### config.mk
export PLATFORM = sky130hd
export DESIGN_NAME = fetch_unit
export DESIGN_NICKNAME = d
export VERILOG_FILES = /design/src/rtl/fetch_pkg.sv /design/src/rtl/fetch_unit_pc_register.sv /design/src/rtl/fetch_unit.sv
export SDC_FILE = /design/constraint.sdc
export NUM_CORES = 1
export LEC_CHECK = 0
export ABC_CLOCK_PERIOD_IN_PS = 4310
export CAP_MARGIN = 20
export CORE_MARGIN = 1
export CORE_UTILIZATION = 46
export DETAILED_ROUTE_END_ITERATION = 8
export PLACE_DENSITY = 0.8
export SYNTH_ARGS = -nofsm -noshare
export SYNTH_HDL_FRONTEND = slang
export SYNTH_SLANG_ARGS = --single-unit
export TNS_END_PERCENT = 10
### constraint.sdc
create_clock -name clk -period 4.31 [get_ports clk]
set_input_delay 1.0775 -clock clk [delete_from_list [all_inputs] [get_ports clk]]
set_output_delay 1.0775 -clock clk [all_outputs]
set_load 0.005 [all_outputs]
### src/rtl/fetch_pkg.sv
// -----------------------------------------------------------------------------
// fetch_pkg
// Shared definitions for the instruction fetch stage: jump opcodes, the fetch
// FSM state type, the default reset PC and a small opcode decode helper.
// No ports (package).
// -----------------------------------------------------------------------------
package fetch_pkg;

    localparam logic [31:0] DEFAULT_RESET_PC = 32'h0000_0000;

    localparam logic [5:0] OP_J   = 6'b000010;
    localparam logic [5:0] OP_JAL = 6'b000011;

    // BOOT spends one cycle after reset release before fetching starts.
    typedef enum logic {
        ST_BOOT = 1'b0,
        ST_RUN  = 1'b1
    } fetch_state_t;

    // True for the direct jumps that fetch resolves on its own (j / jal).
    function automatic logic is_direct_jump(input logic [31:0] instr);
        return (instr[31:26] == OP_J) || (instr[31:26] == OP_JAL);
    endfunction

endpackage

### src/rtl/fetch_unit_pc_register.sv
// -----------------------------------------------------------------------------
// pc_register
// Program counter storage for the fetch stage.
//   clk      : clock, rising edge
//   reset    : asynchronous active-high reset, loads RESET_PC
//   load     : when high, next_pc is captured on the rising edge
//   next_pc  : value to load
//   pc       : current program counter
// -----------------------------------------------------------------------------
module pc_register
    import fetch_pkg::*;
#(
    parameter logic [31:0] RESET_PC = DEFAULT_RESET_PC
) (
    input  logic        clk,
    input  logic        reset,
    input  logic        load,
    input  logic [31:0] next_pc,
    output logic [31:0] pc
);

    // NOTE: sequential state uses non-blocking assignments so every register
    // samples the pre-edge values of its inputs.
    always_ff @(posedge clk or posedge reset) begin
        if (reset) begin
            pc <= RESET_PC;
        end else if (load) begin
            pc <= next_pc;
        end
    end

endmodule

### src/rtl/fetch_unit.sv
// -----------------------------------------------------------------------------
// fetch_unit
// Instruction fetch stage: owns the PC, resolves j/jal locally, accepts
// redirects from later stages and fills the IF/ID pipeline register.
//   clk             : clock, rising edge
//   reset           : asynchronous active-high reset
//   stall           : hold PC and IF/ID
//   redirect_valid  : later-stage taken branch / jr this cycle
//   redirect_target : redirect destination
//   pc_out          : current PC, instruction memory address
//   instr_in        : instruction returned (combinationally) for pc_out
//   ifid_instr      : registered instruction for decode
//   ifid_pc4        : registered PC+4 of that instruction (jal link value)
//   ifid_valid      : IF/ID holds a real instruction
//   align_err       : one-cycle pulse on a misaligned redirect
// Optional feature: define FETCH_ALIGN_CHECK_EN to clear the low two bits of
// redirect targets and flag misaligned ones on align_err. Without it the
// target is loaded unmodified and align_err is tied low.
// -----------------------------------------------------------------------------
module fetch_unit
    import fetch_pkg::*;
#(
    parameter logic [31:0] RESET_PC = DEFAULT_RESET_PC
) (
    input  logic        clk,
    input  logic        reset,
    input  logic        stall,
    input  logic        redirect_valid,
    input  logic [31:0] redirect_target,
    output logic [31:0] pc_out,
    input  logic [31:0] instr_in,
    output logic [31:0] ifid_instr,
    output logic [31:0] ifid_pc4,
    output logic        ifid_valid,
    output logic        align_err
);

    fetch_state_t state_q, state_d;

    logic        pc_load;
    logic [31:0] pc_next;
    logic [31:0] pc_plus4;
    logic [31:0] jump_target;
    logic [31:0] redirect_pc;
    logic        ifid_capture;
    logic        ifid_flush;

    // Wraps naturally at 2^32 because the sum is kept to 32 bits.
    assign pc_plus4    = pc_out + 32'd4;
    assign jump_target = {pc_plus4[31:28], instr_in[25:0], 2'b00};

`ifdef FETCH_ALIGN_CHECK_EN
    assign redirect_pc = {redirect_target[31:2], 2'b00};
`else
    assign redirect_pc = redirect_target;
`endif

    pc_register #(
        .RESET_PC (RESET_PC)
    ) u_pc_register (
        .clk     (clk),
        .reset   (reset),
        .load    (pc_load),
        .next_pc (pc_next),
        .pc      (pc_out)
    );

    always_ff @(posedge clk or posedge reset) begin
        if (reset) begin
            state_q <= ST_BOOT;
        end else begin
            state_q <= state_d;
        end
    end

    // NOTE: every output of this block gets a default first, so no path
    // leaves a signal unassigned and no latch is inferred.
    always_comb begin
        state_d      = state_q;
        pc_load      = 1'b0;
        pc_next      = pc_out;
        ifid_capture = 1'b0;
        ifid_flush   = 1'b0;

        unique case (state_q)
            ST_BOOT: begin
                state_d    = ST_RUN;
                ifid_flush = 1'b1;
            end
            ST_RUN: begin
                if (redirect_valid) begin
                    // A redirect wins even over stall: the fetched path is wrong.
                    pc_load    = 1'b1;
                    pc_next    = redirect_pc;
                    ifid_flush = 1'b1;
                end else if (!stall) begin
                    pc_load      = 1'b1;
                    ifid_capture = 1'b1;
                    // No delay slot: a j/jal goes straight to its target.
                    pc_next      = is_direct_jump(instr_in) ? jump_target : pc_plus4;
                end
            end
            default: begin
                state_d = ST_BOOT;
            end
        endcase
    end

    always_ff @(posedge clk or posedge reset) begin
        if (reset) begin
            ifid_instr <= '0;
            ifid_pc4   <= '0;
            ifid_valid <= 1'b0;
        end else if (ifid_flush) begin
            ifid_valid <= 1'b0;
        end else if (ifid_capture) begin
            ifid_instr <= instr_in;
            ifid_pc4   <= pc_plus4;
            ifid_valid <= 1'b1;
        end
    end

`ifdef FETCH_ALIGN_CHECK_EN
    logic align_set;

    assign align_set = (state_q == ST_RUN) && redirect_valid && (redirect_target[1:0] != 2'b00);

    // Registered so the flag lines up with the cycle the aligned target appears.
    always_ff @(posedge clk or posedge reset) begin
        if (reset) begin
            align_err <= 1'b0;
        end else begin
            align_err <= align_set;
        end
    end
`else
    assign align_err = 1'b0;
`endif

endmodule

# Word level (Yosys, flattened, before mapping)
# Cells that the tools add are included.
# classes
muxes	12
n_reduce_logical	4
eq_ne	3
addsub	1
n_bitwise	2
# ops
operator	n
32-bit 2-to-1 mux	2
32-bit by 3-bit adder with 32-bit output (second input constant)	1
28-bit 2-to-1 mux	1
6-bit by 2-bit equality test with 1-bit output (second input constant)	2
1-bit 2-to-1 mux	8
3-bit AND reduction	1
2-bit by 1-bit != test with 1-bit output (second input constant)	1
1-bit inverter	2
1-bit one-hot mux with 2 select lines	1
2-bit AND reduction	1
2-bit nonzero test	1
1-bit logical OR	1
# word_totals
regBits	98
out_inout_bits	98
wordCells	27
in_bits	68

# Logic depth before layout (Yosys ltp)
# Gate-level depths: netlist (run 1).
# logic_depth
depth_word	5
depth_mapped	7
ltp_nobuf	6

# By module
# A second synthesis (run 1) with hierarchy kept.
# hier_totals
hier_cells	559
hier_area_um2	5325.1
# modules_own_cells
module	seq_area_each_um2	instances	area_each_um2	cells_per_inst
fetch_unit	1651.6	1	3976.3	490
pc_register	800.8	1	1348.8	69

# Least setup slack after synthesis (run 1)
# Ideal clock, no wire load.
# synth_path
path_kind	input to register
from	input port instr_in[28]
to	register u_pc_register.pc[15]
cell_stages	5
arrival_time_ns	2.429
n_path_buf	0
path_slack_ns	1.759
setup_ns	0.122
t_required_ns	4.188
path_cell_list	or3b_2 nor2_1 nor2_1 a221o_1 a32o_1
# synth_via
elab_chain_cells	5
# synth_rtl
element	line_no	rtl
start, declared	fetch_unit.sv:31	input logic [31:0] instr_in,
6-bit by 2-bit equality test with 1-bit output	fetch_pkg.sv:22	return (instr[31:26] == OP_J) || (instr[31:26] == OP_JAL);
1-bit logical OR *	fetch_pkg.sv:22	
28-bit 2-to-1 mux *	fetch_unit.sv:100	pc_next = is_direct_jump(instr_in) ? jump_target : pc_plus4;
32-bit 2-to-1 mux *	fetch_unit.sv:96	end else if (!stall) begin
32-bit 2-to-1 mux *	fetch_unit.sv:91	if (redirect_valid) begin
end signal, assigned	fetch_unit_pc_register.sv:28	pc <= next_pc;
end, declared	fetch_unit_pc_register.sv:19	output logic [31:0] pc
# Mark *: on every way between the ends. The rest lies on a longest branch, timed or not. The select of a mux whose other input is x is not followed.
# A chain may end at the register's enable or synchronous reset.

# Worst setup path after layout (run 1)
# layout_path
from	input port instr_in[27]
to	register u_pc_register.pc[19]
# Same word-level chain as after synthesis.

==> impl_metrics.ini, run 1 <==
[run_status]
status = finished clean

[sta]
tightest_slew_ns = 0.766
rsz0062_at_grt = false
hold_viol_final = 0
fin_crit_ns = 2.92
setup_violations = 0
finalSetupTns_ns = 0
fmax_ghz = 0.343
skew_ns = 0.00575
whs_ns = 0.481
slew_violations = 0
relSlewSlack = 0.490
period_share = 0.677
timing.final.ws_setup_ns = 1.39

[clocking]
cts_tree = yes
clockBufferDepth = 2
numCtsBuffers = 9
clk_pin_slew_worst_paths_ns = 0.09
cts.root.buffer_cell = clkbuf_8
cts_hold_buffers = 0
cts-resized-gates = 0
post_cts_buffers = 0
cts-htree-levels = 3
clk_latency_ns = 0.37
clock-sinks = 98

[worst_setup_path]
crit_type = input pin to flip-flop
critPathLaunch = instr_in[27]
start_kind = input pin
crit_fanout = 9
ff2ff_path_depth = 6
reg2reg_from = u_pc_register.pc[2]
crit_path_end_kind = flip-flop
arrival_ns = 3.18
worstSetupEndpoint = u_pc_register.pc[19]
r2r_end = u_pc_register.pc[30]
ff2ff_setup_slack_ns = 1.79
required_ns = 4.57

[logic_synthesis]
netlist_area_um2 = 5010
synth_edf_count = 0
synth_area_leaders = dfrtp_1, nand2_1, o21ai_0
synth_area_leader_cell = dfrtp_1
yosysTopAreaCellShare = 0.489
yosysSeqAreaShare = 0.489
synth_cells = 576
synthDistinctLibCells = 58
synthFlopType = dfrtp_1
synthArstFlopShare = 1.00
ys_ff_latch = 98
syn-num-nets = 645
synth.avg_cell_area_um2 = 8.70
synth_most_common_cell = nand2_1
ys_warn_count = 0
synthTopCellsByCount = nand2_1, dfrtp_1, o21ai_0

[placement]
hpwl_um = 11300
io_buffers = 164
place.gp.congestion = 0.872
dp_worst_setup_slack_ns = 1.01

[final_layout]
multi_input_area_um2 = 2350
drive_above_1_share = 0.0587
num-fill-cells = 901
finalNetCount = 796
syn2layout_area_growth_pct = 40.4
n_antenna_cell = 0
seq_area_um2 = 2450

[global_route]
grt-ovfl-total = 0
antenna_found_initial = 0
grt_first_pass_wirelength_um = 24600
grt_max_degree = 85
first_global_vias = 4744
track_usage = 0.280

[drt]
num_vias = 4958
drc = 0
drt_iter0_markers = 272
drtPass1Iterations = 5
wire_per_inst_um = 17.7
via_per_inst = 5.71
drt-total-wl_um = 15400
antenna_left = 0

[power]
power_density_nw_per_um2 = 396
ir_worst_vdd_mv = 0.210
cellLeakagePower_nw = 3.02

[floorplanning]
dieArea_um2 = 11300
fp.dieH_um = 106
start_util = 0.479
ios = 166
coreArea_um2 = 10500
die_x_um = 106
rows = 37

[hold_path]
min_path_type = flip-flop to flip-flop
whs_path_depth = 2

[flow_run]
maxCapViolations = 0
[critical path, cell delays in order]
cell	delay [ns]
clkdlybuf4s50_1	0.48
or3b_2	0.50
nor2_1	0.45
buf_4	0.26
o2bb2ai_1	0.13
a31oi_1	0.06
o22a_1	0.21
[logic make-up after synthesis]
kind of cell,after synthesis,share of synthesized area
buf+inv,51,0.0462
xor+xnor,28,0.0489
fa+ha+maj,1,0.00250
compound gates,129,0.168
mux,1,0.00200
simple gates,266,0.242
other cells,2,0.00150
flops,98,0.489
[layout by cell type (no fill, tap or decap), types with 5 or more instances in the layout]
cell type        count
o21ai_0             47
nand2_1            158
clkbuf_8            10
o31ai_1              5
nand4_1              8
xor2_1               6
xnor2_1             22
dfrtp_1             98
buf_4               14
and3_1              11
nand2b_1             6
nor3_1              14
a31oi_1              9
clkdlybuf4s50_1    164
o2bb2ai_1            8
inv_1               10
nand3_1             14
nor2_1              29
a21oi_1             17
[area by class of cell]
| type | instances | share of cell area |
|---|---|---|
| clock buffers | 12 | 0.0206 |
| clock inverters | 4 | 0.0140 |
| inverters | 12 | 0.00676 |
| multi-input cells | 427 | 0.334 |
| flip-flops and latches | 98 | 0.348 |
| well taps | 136 | 0.0242 |
| repair buffers | 179 | 0.252 |
[sequential cells by signal, summed over array words and instances (netlist names)]
signal	count
ifid_instr	32
ifid_pc4	32
u_pc_register.pc	32
ifid_valid	1
state_q	1
[where the power goes]
group	switching (mW)	total [mW]	internal [mW]
clock network	0.323	0.727	0.403
registers	0.174	1.26	1.09
logic	0.316	0.801	0.485
[worst min-delay path by stage]
stage,startpoint,endpoint,slack (ns)
finish,ifid_instr[17],ifid_instr[17],0.48
detailed placement,ifid_instr[29],ifid_instr[29],0.46
global placement,ifid_instr[23],ifid_instr[23],0.46
global route,ifid_pc4[1],ifid_pc4[1],0.51
CTS,ifid_instr[29],ifid_instr[29],0.48
floorplan,u_pc_register.pc[0],ifid_pc4[0],0.46
[per-layer routing]
layer / share of wire / wire length, um / vias up / GRT usage
met5: 0 / 0 / - / 0
met4: 0.032 / 499 / 0 / 0.127
met3: 0.082 / 1260 / 36 / 0.0730
met2: 0.47 / 7250 / 228 / 0.438
met1: 0.41 / 6360 / 2403 / 0.365
li1: - / - / 2291 / -
[per-stage QoR]
step / util / total power, mW / instance area [um^2] / std cells
after floorplan: - / 1.55 / 5010 / 576
after global placement: 0.647 / 2.05 / 6770 / 851
after detailed placement: 0.647 / 2.08 / 6770 / 851
after CTS: 0.670 / 2.80 / 7010 / 867
after global routing: 0.673 / 2.94 / 7040 / 868
final: 0.673 / 2.79 / 7040 / 868
No activity file was read; power rests on OpenSTA's default activity.
==> inputs of run 2 (changes only) <==
--- a/config.mk
+++ b/config.mk
@@ -5,7 +5,7 @@
 export SDC_FILE = /design/constraint.sdc
 export NUM_CORES = 1
 export LEC_CHECK = 0
-export ABC_CLOCK_PERIOD_IN_PS = 4310
+export ABC_CLOCK_PERIOD_IN_PS = 2800
 export CAP_MARGIN = 20
 export CORE_MARGIN = 1
 export CORE_UTILIZATION = 46
==> constraint.sdc (replaced) <==
create_clock -name clk -period 2.8 [get_ports clk]
set_input_delay 0.7 -clock clk [delete_from_list [all_inputs] [get_ports clk]]
set_output_delay 0.7 -clock clk [all_outputs]
set_load 0.005 [all_outputs]
==> run 2 against run 1 <==
  * First-iteration DRC count shrank 3.3%
  * Critical path depth shrank 1
  * Worst hold slack is essentially flat
  * Global-route usage grew 0.48 points
  * Setup slack lost 1.0 ns
  * Power grew 55%
  * Critical endpoint is now u_pc_register.pc[24]
==> impl_metrics.ini, run 2 (same netlist as run 1, synthesis figures left out) <==
[power]
pwr-share-seq = 0.444
power_density_nw_per_um2 = 609
ir_worst_vdd_mv = 0.348
power_switching_mw = 1.27
comb_power_share = 0.293
swShare = 0.295
p_int_mw = 3.05
p_clk_frac = 0.263
cellLeakagePower_nw = 3.05

[worst_setup_path]
crit_chain = ha_1, nand2_1, or4_1, nor3_2, nand4_1, and3_1
arrival_ns = 2.70
critical-path-top-delay-family = simple AND/OR/NAND/NOR gates
slowest_stage = or4_1
max_stage_delay_ns = 0.63
crit_type = flip-flop to flip-flop
crit_path_end_kind = flip-flop
crit_fanout = 7
required_ns = 3.07
start_kind = flip-flop
path_buf_inv = 0

[sta]
setup_violations = 0
tightest_slew_ns = 0.968
rsz0062_at_grt = false
fin_crit_ns = 2.43
slew_violations = 0
period_share = 0.866
hold_viol_final = 0
finalSetupTns_ns = 0
skew_ns = 0.00806
fmax_ghz = 0.412
relSlewSlack = 0.354

[clocking]
cts.root.buffer_cell = clkbuf_8
numCtsBuffers = 9
clk_latency_ns = 0.37
clock-sinks = 98
cts-resized-gates = 0
cts_hold_buffers = 0
clockBufferDepth = 2
clk_pin_slew_worst_paths_ns = 0.10
cts_tree = yes
post_cts_buffers = 0
cts-htree-levels = 3

[floorplanning]
coreArea_um2 = 10500
start_util = 0.479
die_x_um = 106
fp.dieH_um = 106
ios = 166
dieArea_um2 = 11300
rows = 37

[final_layout]
finalNetCount = 802
syn2layout_area_growth_pct = 41.7
n_antenna_cell = 0
multi_input_area_um2 = 2350
seq_area_um2 = 2450
final_common_cell = clkdlybuf4s50_1
drive_above_1_share = 0.0691
layout_common_cells = clkdlybuf4s50_1, nand2_1, dfrtp_1, o21ai_0, nor2_1
finalNonFillerCells = 874
largestRegisters = ifid_instr: 32 flops, ifid_pc4: 32 flops, u_pc_register.pc: 32 flops
num-fill-cells = 895

[global_route]
first_global_vias = 4886
grt_first_pass_wirelength_um = 24900
track_usage = 0.285
antenna_found_initial = 0
grt_max_degree = 99
grt-ovfl-total = 0

[run_status]
status = finished clean

[placement]
place.gp.congestion = 0.888
hpwl_um = 11400
io_buffers = 164
dp.cells = 858

[drt]
drt-total-wl_um = 15600
drtPass1Iterations = 5
drt_iter0_markers = 263
num_vias = 4925
drc = 0
antenna_left = 0
wire_per_inst_um = 17.9
via_per_inst = 5.64

[hold_path]
min_path_type = flip-flop to flip-flop

[flow_run]
maxCapViolations = 0
run 2: cell count changes in the layout (fill, tap and decap cells not counted):
cell,before,now
buf_16,1,0
nor2_4,0,1
nor2_2,1,0
buf_4,14,19
buf_12,0,2
clkinvlp_4,0,1
clkinv_2,0,1
inv_6,0,1
clkbuf_1,2,0
inv_4,1,0
run 2: worst reg2reg max path, stage by stage (launching register included):
cell,delay (ns)
dfrtp_1,0.48
ha_1,0.34
nand2_1,0.07
or4_1,0.63
nor3_2,0.48
nand4_1,0.13
and3_1,0.20
run 2: power by group through the flow:
stage | combinational [mW] | sequential (mW) | clock [mW]
after floorplan | 0.475 | 1.92 | 0
after global placement | 1.24 | 1.93 | 0
after global routing | 1.38 | 1.95 | 1.20
final | 1.27 | 1.92 | 1.14
after detailed placement | 1.27 | 1.94 | 0
after CTS | 1.28 | 1.92 | 1.15
run 2: layer usage:
layer	track usage	vias up	routed length, um
met5	0	-	0
met4	0.121	0	396
met3	0.0546	32	1250
met2	0.458	244	7310
met1	0.376	2351	6650
li1	-	2298	-
run 2: area by class of cell:
cell class	count	share of cell area
clock buffers	10	0.0194
clock inverters	6	0.0159
inverters	12	0.00687
multi-input cells	427	0.332
flip-flops and latches	98	0.345
well taps	136	0.0240
repair buffers	185	0.257
run 2: per-stage QoR:
stage                     worst slack, ns  utilization  hold WS, ns  area, um^2  total power [mW]
after floorplan                     0.627            -        0.462        5010              2.39
after global placement              0.101        0.655        0.457        6850              3.18
after detailed placement           0.0358        0.655        0.461        6850              3.21
after CTS                           0.419        0.679        0.485        7100              4.34
after global routing                0.261        0.679        0.496        7100              4.54
final                               0.374        0.679        0.481        7100              4.32
run 2: path summary, 6_finish.rpt:
check | startpoint | endpoint | cells past startpoint | slack [ns]
min | ifid_instr[1] | ifid_instr[1] | 2 | 0.48
max reg2reg | u_pc_register.pc[3] | u_pc_register.pc[24] | 6 | 0.37
max | u_pc_register.pc[3] | u_pc_register.pc[24] | 6 | 0.37
min in group asynchronous | reset | ifid_pc4[29] | 3 | 0.83
max in group asynchronous | reset | u_pc_register.pc[8] | 3 | 1.59
min reg2reg | ifid_instr[1] | ifid_instr[1] | 2 | 0.48
